==> src/rtl/vga_sync_decoder.sv <==
// Recovers pixel position, colour samples and timing lock from a 4-clk/pixel VGA stream.
// Optional per-frame CRC-16-CCITT of the sampled pixels when VGA_DEC_CRC_EN is defined.
module vga_sync_decoder #(
  parameter int H_TOTAL = 800,
  parameter int H_SYNC  = 96,
  parameter int H_BP    = 48,
  parameter int H_ACT   = 640,
  parameter int V_TOTAL = 525,
  parameter int V_SYNC  = 2,
  parameter int V_BP    = 33,
  parameter int V_ACT   = 480
) (
  input  logic        clk,
  input  logic        reset,
  input  logic        hsync,
  input  logic        vsync,
  input  logic [11:0] rgb,
  output logic [9:0]  x,
  output logic [9:0]  y,
  output logic        video_on,
  output logic        pix_valid,
  output logic [11:0] pix_rgb,
  output logic        locked,
  output logic        timing_error,
  output logic [15:0] frame_count
`ifdef VGA_DEC_CRC_EN
  ,
  output logic [15:0] frame_crc
`endif
);

  localparam logic [11:0] HC_PERIOD_LAST = 12'(H_TOTAL * 4 - 1);
  localparam logic [11:0] HC_SYNC_LAST   = 12'(H_SYNC * 4 - 1);
  localparam logic [9:0]  H_START        = 10'(H_SYNC + H_BP);
  localparam logic [9:0]  H_END          = 10'(H_SYNC + H_BP + H_ACT);
  localparam logic [9:0]  V_START        = 10'(V_SYNC + V_BP);
  localparam logic [9:0]  V_END          = 10'(V_SYNC + V_BP + V_ACT);
  localparam logic [10:0] V_TOTAL_L      = 11'(V_TOTAL);
  localparam logic [10:0] V_SYNC_L       = 11'(V_SYNC);

  typedef enum logic [1:0] {SEARCH, HSYNC_OK, LOCKED} state_t;

  state_t      state_q, state_d;
  logic        hs_q, vs_q, hs_prev_q, vs_prev_q;
  logic [11:0] rgb_q;
  logic [11:0] hc_q, hc_d;
  logic [9:0]  vc_q, vc_d;
  logic        good_q, good_d;
  logic        low_ok_q, low_ok_d;
  logic        vs_ok_q, vs_ok_d;
  logic        vc_valid_q, vc_valid_d;
  logic [9:0]  x_q, x_d, y_q, y_d;
  logic        video_on_q, video_on_d, pix_valid_q, pix_valid_d;
  logic [11:0] pix_rgb_q, pix_rgb_d;
  logic        timing_error_q;
  logic [15:0] frame_count_q, frame_count_d;

  logic        hs_fall, hs_rise, vs_fall, vs_rise;
  logic [10:0] vc_inc;
  logic [9:0]  h;
  logic        active, mismatch, lock_next;

  assign hs_fall = hs_prev_q & ~hs_q;
  assign hs_rise = ~hs_prev_q & hs_q;
  assign vs_fall = vs_prev_q & ~vs_q;
  assign vs_rise = ~vs_prev_q & vs_q;
  // Line count including a coincident hsync edge, so aligned and offset vsync edges measure alike.
  assign vc_inc  = {1'b0, vc_q} + {10'd0, hs_fall};
  assign h       = hc_q[11:2];
  assign active  = (h >= H_START) && (h < H_END) && (vc_q >= V_START) && (vc_q < V_END);

  always_comb begin
    mismatch = 1'b0;
    if (state_q != SEARCH) begin
      mismatch = (hs_fall && (hc_q != HC_PERIOD_LAST))
              || (hs_rise && (hc_q != HC_SYNC_LAST))
              || (vs_rise && vc_valid_q && (vc_inc != V_SYNC_L))
              || (vs_fall && vc_valid_q && (vc_inc != V_TOTAL_L))
              || ((state_q == LOCKED) && ((hc_q == 12'hFFF) || (vc_q == 10'h3FF)));
    end
  end

  always_comb begin
    state_d = state_q;
    good_d  = good_q;
    case (state_q)
      SEARCH: begin
        if (hs_fall) begin
          if ((hc_q == HC_PERIOD_LAST) && low_ok_q) begin
            if (good_q) begin
              state_d = HSYNC_OK;
              good_d  = 1'b0;
            end else begin
              good_d = 1'b1;
            end
          end else begin
            good_d = 1'b0;
          end
        end
      end
      HSYNC_OK: begin
        if (mismatch) state_d = SEARCH;
        else if (vs_fall && vc_valid_q && vs_ok_q) state_d = LOCKED;
      end
      LOCKED: begin
        if (mismatch) state_d = SEARCH;
      end
      default: state_d = SEARCH;
    endcase
  end

  always_comb begin
    hc_d          = hs_fall ? 12'd0 : ((hc_q == 12'hFFF) ? hc_q : hc_q + 12'd1);
    vc_d          = vs_fall ? 10'd0 : ((hs_fall && (vc_q != 10'h3FF)) ? vc_q + 10'd1 : vc_q);
    low_ok_d      = hs_fall ? 1'b0 : (hs_rise ? (hc_q == HC_SYNC_LAST) : low_ok_q);
    vs_ok_d       = vs_fall ? 1'b0 : (vs_rise ? (vc_valid_q && (vc_inc == V_SYNC_L)) : vs_ok_q);
    vc_valid_d    = vs_fall ? 1'b1 : ((vc_q == 10'h3FF) ? 1'b0 : vc_valid_q);
    // Gate on the next state so video_on never outlives the cycle that drops lock.
    lock_next     = (state_d == LOCKED);
    video_on_d    = active && lock_next;
    pix_valid_d   = active && lock_next && (hc_q[1:0] == 2'd2);
    pix_rgb_d     = pix_valid_d ? rgb_q : pix_rgb_q;
    x_d           = active ? (h - H_START) : x_q;
    y_d           = active ? (vc_q - V_START) : y_q;
    frame_count_d = (vs_fall && (state_q == LOCKED) && !mismatch) ? frame_count_q + 16'd1
                                                                   : frame_count_q;
  end

  always_ff @(posedge clk) begin
    if (reset) begin
      state_q        <= SEARCH;
      hs_q           <= 1'b1;
      vs_q           <= 1'b1;
      hs_prev_q      <= 1'b1;
      vs_prev_q      <= 1'b1;
      rgb_q          <= 12'd0;
      hc_q           <= 12'd0;
      vc_q           <= 10'd0;
      good_q         <= 1'b0;
      low_ok_q       <= 1'b0;
      vs_ok_q        <= 1'b0;
      vc_valid_q     <= 1'b0;
      x_q            <= 10'd0;
      y_q            <= 10'd0;
      video_on_q     <= 1'b0;
      pix_valid_q    <= 1'b0;
      pix_rgb_q      <= 12'd0;
      timing_error_q <= 1'b0;
      frame_count_q  <= 16'd0;
    end else begin
      state_q        <= state_d;
      hs_q           <= hsync;
      vs_q           <= vsync;
      hs_prev_q      <= hs_q;
      vs_prev_q      <= vs_q;
      rgb_q          <= rgb;
      hc_q           <= hc_d;
      vc_q           <= vc_d;
      good_q         <= good_d;
      low_ok_q       <= low_ok_d;
      vs_ok_q        <= vs_ok_d;
      vc_valid_q     <= vc_valid_d;
      x_q            <= x_d;
      y_q            <= y_d;
      video_on_q     <= video_on_d;
      pix_valid_q    <= pix_valid_d;
      pix_rgb_q      <= pix_rgb_d;
      timing_error_q <= mismatch;
      frame_count_q  <= frame_count_d;
    end
  end

  assign x            = x_q;
  assign y            = y_q;
  assign video_on     = video_on_q;
  assign pix_valid    = pix_valid_q;
  assign pix_rgb      = pix_rgb_q;
  assign locked       = (state_q == LOCKED);
  assign timing_error = timing_error_q;
  assign frame_count  = frame_count_q;

`ifdef VGA_DEC_CRC_EN
  function automatic logic [15:0] crc16_step(input logic [15:0] c, input logic [15:0] d);
    logic [15:0] r;
    r = c;
    for (int i = 15; i >= 0; i--) begin
      if (r[15] ^ d[i]) r = {r[14:0], 1'b0} ^ 16'h1021;
      else r = {r[14:0], 1'b0};
    end
    return r;
  endfunction

  logic [15:0] crc_q, crc_upd, frame_crc_q;

  assign crc_upd = pix_valid_q ? crc16_step(crc_q, {4'h0, pix_rgb_q}) : crc_q;

  always_ff @(posedge clk) begin
    if (reset) begin
      crc_q       <= 16'hFFFF;
      frame_crc_q <= 16'd0;
    end else if (vs_fall) begin
      frame_crc_q <= crc_upd;
      crc_q       <= 16'hFFFF;
    end else begin
      crc_q <= crc_upd;
    end
  end

  assign frame_crc = frame_crc_q;
`endif

endmodule

==> config.mk <==
export PLATFORM = sky130hd
export DESIGN_NAME = vga_sync_decoder
export DESIGN_NICKNAME = d
export VERILOG_FILES = /design/src/rtl/vga_sync_decoder.sv
export SDC_FILE = /design/constraint.sdc
export NUM_CORES = 1
export LEC_CHECK = 0
export BUFFER_PORTS_ARGS = -buffer_cell sky130_fd_sc_hd__buf_2
export CAP_MARGIN = 40
export CORE_UTILIZATION = 35
export DETAILED_ROUTE_END_ITERATION = 10
export PLACE_DENSITY = 0.52
export SYNTH_ARGS = -nofsm -noshare
export SYNTH_HDL_FRONTEND = slang
export SYNTH_SLANG_ARGS = --single-unit
export TNS_END_PERCENT = 100
==> constraint.sdc <==
create_clock -name clk -period 3.55 [get_ports clk]
set_input_delay 1.065 -clock clk [delete_from_list [all_inputs] [get_ports clk]]
set_output_delay 1.065 -clock clk [all_outputs]
set_load 0.02 [all_outputs]
==> results.toml, run 1 <==
[floorplanning]
fp-row-count = 40
start_util_pct = 36.5
die_h_um = 115
ios = 68
die_w_um = 115
core-area_um2 = 12200
dieArea_um2 = 13200

[grt]
grt_pass1_vias = 3342
antenna_found_initial = 0
grt_usage_pct = 15.7
grt_pass1_wl_um = 16100
grt_overflow = 0
grt_max_degree = 45

[clock_network]
cts_setup_buffers = 0
cts.path.max_buffers = 2
cts_root_buf = "clkbuf_16"
cts_made_buffers = 9
cts_resized = 0
cts.clk_slew.worst_paths_ns = 0.07
cts_tree = "built"
cts_max_level = 3
clock_sinks = 95
ctsHoldBuffers = 0
clkLatencyLatePin_ns = 0.35

[synthesis]
synthTopCellsByCount = "dfxtp_1, nor2_1, a21oi_1"
synth-seq-cells = 95
synthAdderAreaFrac_pct = 2.53
synth_most_common_cell = "dfxtp_1"
yosysTopAreaCell = "dfxtp_1"
synth_top_family_by_area = "simple AND/OR/NAND/NOR gates"
synth.avg_cell_area_um2 = 8.82
synth_mux_area_share_pct = 4.97
synth_area_um2 = 4460
synth_top_area_share_pct = 42.7
synthArstFlopShare_pct = 0
netlist-cell-type-count = 55
synth_warnings = 0
synthFlopType = "dfxtp_1"
seq_area_frac_synth_pct = 42.7
synthXorXnorAreaFrac_pct = 7.47
synth-compound-area-share_pct = 9.35
synthTopCellsByArea = "dfxtp_1, nor2_1, mux2i_1"
synth_edf_count = 0
synth_nets = 530
syn-instance-count = 505
synthSimpleGateAreaFrac_pct = 29.3

[worst_setup_path]
required_ns = 3.83
crit_path_start_kind = "flop"
worstSetupPathType = "flop to flop"
cp_max_fo = 12
rrSetupSlack_ns = 0.43
critPathCaptureType = "flop"
arrival_ns = 3.39

[route]
firstDrtPassIters = 4
drtIter0Drc = 132
vias_per_cell = 4.79
drt-total-wl_um = 9700
top_layer_used = "met4"
wl_met1_um = 4780
drc = 0
ant_nets = 0
met3_length_um = 434
wl_met2_um = 4380
vias = 3528
wl_per_cell_um = 13.2

[sta]
finalSetupTns_ns = 0
rsz0062_at_grt = "false"
setup_violations = 0
tightest_slew_ns = 0.534
fin_ws_ns = 0.431
fin_crit_sh_pct = 87.9
slew-limit-headroom_pct = 64.2
finalHoldViolCount = 0
skew_ns = 0.00779
report.final.slew_viol_count = 0
fin_hold_ws_ns = 0.460
min_period_ns = 3.12
fmax_ghz = 0.321

[layout]
final_area_um2 = 5220
drive_above_1_share_pct = 19.9
syn_to_final_growth_pct = 17.2
fill_cells = 1287
multi_input_area_um2 = 2390
ff_latch_area_um2 = 1900
num_antenna_cells = 0
utilization_pct = 42.8
fin_nets = 588

[place]
dpl_worst_slack_ns = 0.452
dpl.hpwl_um = 6890
gp_congestion = 0.810
portBuffers = 67
place_area_um2 = 4940

[pwr]
ir_worst_vdd_mv = 0.224
p_leak_nw = 2.13
powerDensity_nw_per_um2 = 399

[status]
outcome = "finished, final reports clean"

[job]
cap_violations = 0

[worst_hold_path]
worstHoldPathType = "flop to flop"
through the flow:
stage,cells,power [W]
3_5_place_dp,720,0.00119
2_1_floorplan,505,0.00116
4_1_cts,736,0.00211
6_report,736,0.00208
3_3_place_gp,720,0.00119
5_1_grt,736,0.00217
layout by cell type (no fill, tap or decap), types with 10 or more instances in the layout:
cell type  synthesis  routed
a21oi_1           32      32
inv_1             10      10
dfxtp_1           95      95
xor2_1            14      14
nand2_1           28      28
nor3_1            15      15
xnor2_1           24      24
mux2i_1           21      21
buf_2             10      67
nand2b_1          31      31
nor2b_1           22      22
nand3_1           15      15
nor2_1            69      69
cell type report:
| class | instances | area share, % |
|---|---|---|
| Timing Repair Buffer | 76 | 7.72 |
| Multi-Input combinational cell | 371 | 45.7 |
| Sequential cell | 95 | 36.4 |
| Tap cell | 168 | 4.03 |
| Inverter | 10 | 0.719 |
| Clock inverter | 6 | 0.815 |
| Clock buffer | 10 | 4.58 |
metal layers:
metal	track usage, %	vias up
met5	0	-
li1	-	1835
met1	20.6	1610
met4	5.28	0
met2	24.9	74
met3	4.59	9
state kept, by name, summed over array words and instances, names as in the netlist, 2 cells and up:
signal	flops
y	10
hc_q	12
rgb_q	12
frame_count	16
pix_rgb	12
vc_q	10
state_q	2
x	10
critical path, stage by stage, from the launching register on:
cell	delay, ns
dfxtp_1	0.36
nor2b_1	0.29
ha_1	0.28
ha_1	0.26
nand3b_1	0.18
nor3b_1	0.19
a21oi_1	0.11
o311ai_1	0.34
o211ai_2	0.22
nor4b_4	0.30
buf_4	0.28
mux2i_1	0.22
power breakdown:
part	total, W	leakage [nW]	internal, W	switching (W)
clock network	0.000918	0.135	0.000496	0.000422
logic	0.0000734	1.23	0.0000322	0.0000412
registers	0.00109	0.770	0.00108	0.0000103
total	0.00208	2.13	0.00161	0.000473
cell families (layout without fill, tap and decap cells):
logic type / after synthesis / count (layout)
xor+xnor: 38 / 38
buf+inv: 39 / 102
compound gates: 61 / 61
fa+ha+maj: 9 / 9
simple gates: 241 / 241
flops: 95 / 95
mux: 22 / 22
path summary, 6_finish.rpt:
path | from | cells after the start | to
setup / recovery | hs_prev_q | 11 | pix_rgb[0]
hold / removal | rgb_q[2] | 2 | pix_rgb[2]
hold reg to reg | rgb_q[2] | 2 | pix_rgb[2]
setup reg to reg | hs_prev_q | 11 | pix_rgb[0]
No activity file was read; power rests on OpenSTA's default activity.
==> run 2: changes to the inputs <==
--- a/config.mk
+++ b/config.mk
@@ -7,9 +7,9 @@
 export LEC_CHECK = 0
 export BUFFER_PORTS_ARGS = -buffer_cell sky130_fd_sc_hd__buf_2
 export CAP_MARGIN = 40
-export CORE_UTILIZATION = 35
+export CORE_UTILIZATION = 57
 export DETAILED_ROUTE_END_ITERATION = 10
-export PLACE_DENSITY = 0.52
+export PLACE_DENSITY = 0.78
 export SYNTH_ARGS = -nofsm -noshare
 export SYNTH_HDL_FRONTEND = slang
 export SYNTH_SLANG_ARGS = --single-unit
==> run 2 against run 1 <==
Utilization grew 25 points. Combinational power fell by 2%. Register-to-register slack lost 0.09 ns. Clock skew is 0.0016 ns lower. Largest cell class unchanged. Largest power group unchanged.
==> results.toml, run 2 (synthesized netlist as in run 1, its figures left out) <==
[status]
outcome = "finished, final reports clean"

[layout]
fin_nets = 583
largest_register_ffs = 16
drive_above_1_share_pct = 18.8
final_common_cell = "dfxtp_1"
layout_common_cells = "dfxtp_1, nor2_1, buf_2, a21oi_1, nand2b_1"
final_area_um2 = 5030
num_antenna_cells = 0
syn_to_final_growth_pct = 12.8

[sta]
min_period_ns = 3.21
finalSetupTns_ns = 0
finalHoldViolCount = 0
rsz0062_at_grt = "false"
fmax_ghz = 0.312
fin_hold_ws_ns = 0.456
report.final.slew_viol_count = 0
slew-limit-headroom_pct = 47.0
skew_ns = 0.00617
setup_violations = 0
tightest_slew_ns = 0.785
fin_crit_sh_pct = 90.4

[place]
place_area_um2 = 4820
dpl.hpwl_um = 6210
portBuffers = 67
gp_congestion = 0.862

[clock_network]
clkLatencyLatePin_ns = 0.35
cts.path.max_buffers = 2
cts_max_level = 3
ctsHoldBuffers = 0
cts.clk_slew.worst_paths_ns = 0.08
clock_sinks = 95
cts_root_buf = "clkbuf_8"
cts_setup_buffers = 0
cts_resized = 0
cts_tree = "built"
cts_made_buffers = 9

[floorplanning]
start_util_pct = 60.1
dieArea_um2 = 8170
core-area_um2 = 7410
die_h_um = 90.4
die_w_um = 90.4
fp-row-count = 31
ios = 68

[grt]
antenna_found_initial = 0
grt_use_met1_pct = 27.6
grt_overflow = 0
grt_max_degree = 41
grt_pass1_wl_um = 14900
grt_util_met3_pct = 5.89
grt_pass1_vias = 3387
met2_usage_pct = 38.0
grt_usage_pct = 22.2
top_usage_layer = "met2"

[route]
vias = 3580
ant_nets = 0
firstDrtPassIters = 4
vias_per_cell = 5.41
wl_per_cell_um = 13.1
drc = 0
drt-total-wl_um = 8700
drtIter0Drc = 132

[pwr]
powerDensity_nw_per_um2 = 378
clkPwrFrac_pct = 38.9
comb_power_share_pct = 3.8
p_leak_nw = 2.07
p_switching_w = 0.000404
intPower_w = 0.00149
p_seq_share_pct = 57.3
ir_worst_vdd_mv = 0.201
swShare_pct = 21.3

[job]
cap_violations = 0

[worst_setup_path]
critPathCaptureType = "flop"
cp_max_fo = 14
arrival_ns = 3.46
required_ns = 3.80
slowest_stage = "o311a_1"
worstSetupPathType = "flop to flop"
max_stage_delay_ns = 0.54
path_cells = "nor2b_1 > ha_1 > ha_1 > nand3b_1 > nor3b_1 > a21oi_1 > o311a_1 > nor3_2 > nor2b_1 > mux2_2"
crit_path_start_kind = "flop"

[worst_hold_path]
worstHoldPathType = "flop to flop"
==> run 2: cell types whose count changed in the layout (fill, tap and decap cells not counted), sizes merged <==
cell | before | now
clkbuf | 10 | 14
bufinv | 0 | 1
clkinvlp | 2 | 1
buf | 76 | 71
inv | 12 | 10
clkinv | 2 | 0
==> run 2: critical path: cells and delay by family, from the launching register on <==
family          cells  cell delay (ns)
flops               1             0.38
simple gates        5             1.21
fa+ha+maj           2             0.55
compound gates      2             0.65
mux                 1             0.33
==> run 2: cell type report <==
| type | instances | area, um^2 |
|---|---|---|
| clock inverter | 2 | 37.5 |
| multi-input combinational | 371 | 2390 |
| timing repair buffer | 71 | 365 |
| fill | 611 | 2380 |
| inverter | 10 | 37.5 |
| sequential | 95 | 1900 |
| tap | 99 | 124 |
| clock buffer | 14 | 173 |
==> run 2: stage by stage <==
step	std cells	setup WS [ns]	power, W	utilization (%)
after floorplan	505	0.706	0.00116	-
after global placement	646	0.459	0.00118	65.0
after detailed placement	646	0.342	0.00119	65.0
after CTS	662	0.333	0.00191	67.8
after global routing	662	0.0186	0.00197	67.8
final	662	0.340	0.00190	67.8
==> run 2: power groups by stage <==
stage / clock, W / sequential [W] / combinational [W]
2_1_floorplan: 0 / 0.00111 / 0.0000540
3_3_place_gp: 0 / 0.00111 / 0.0000709
3_5_place_dp: 0 / 0.00111 / 0.0000727
4_1_cts: 0.000752 / 0.00109 / 0.0000729
5_1_grt: 0.000799 / 0.00109 / 0.0000814
6_report: 0.000739 / 0.00109 / 0.0000719
==> run 2: layer usage <==
metal,up-vias,share of wire (%)
li1,1817,-
met1,1690,47
met2,62,48
met3,11,3.8
met4,0,1.2
met5,-,0
==> run 2: path summary, 6_finish.rpt <==
| path | start | to | slack (ns) | cells past startpoint |
|---|---|---|---|---|
| max | hs_prev_q | frame_count[11] | 0.34 | 10 |
| min | rgb_q[9] | pix_rgb[9] | 0.46 | 2 |
| max reg2reg | hs_prev_q | frame_count[11] | 0.34 | 10 |
| min reg2reg | rgb_q[9] | pix_rgb[9] | 0.46 | 2 |
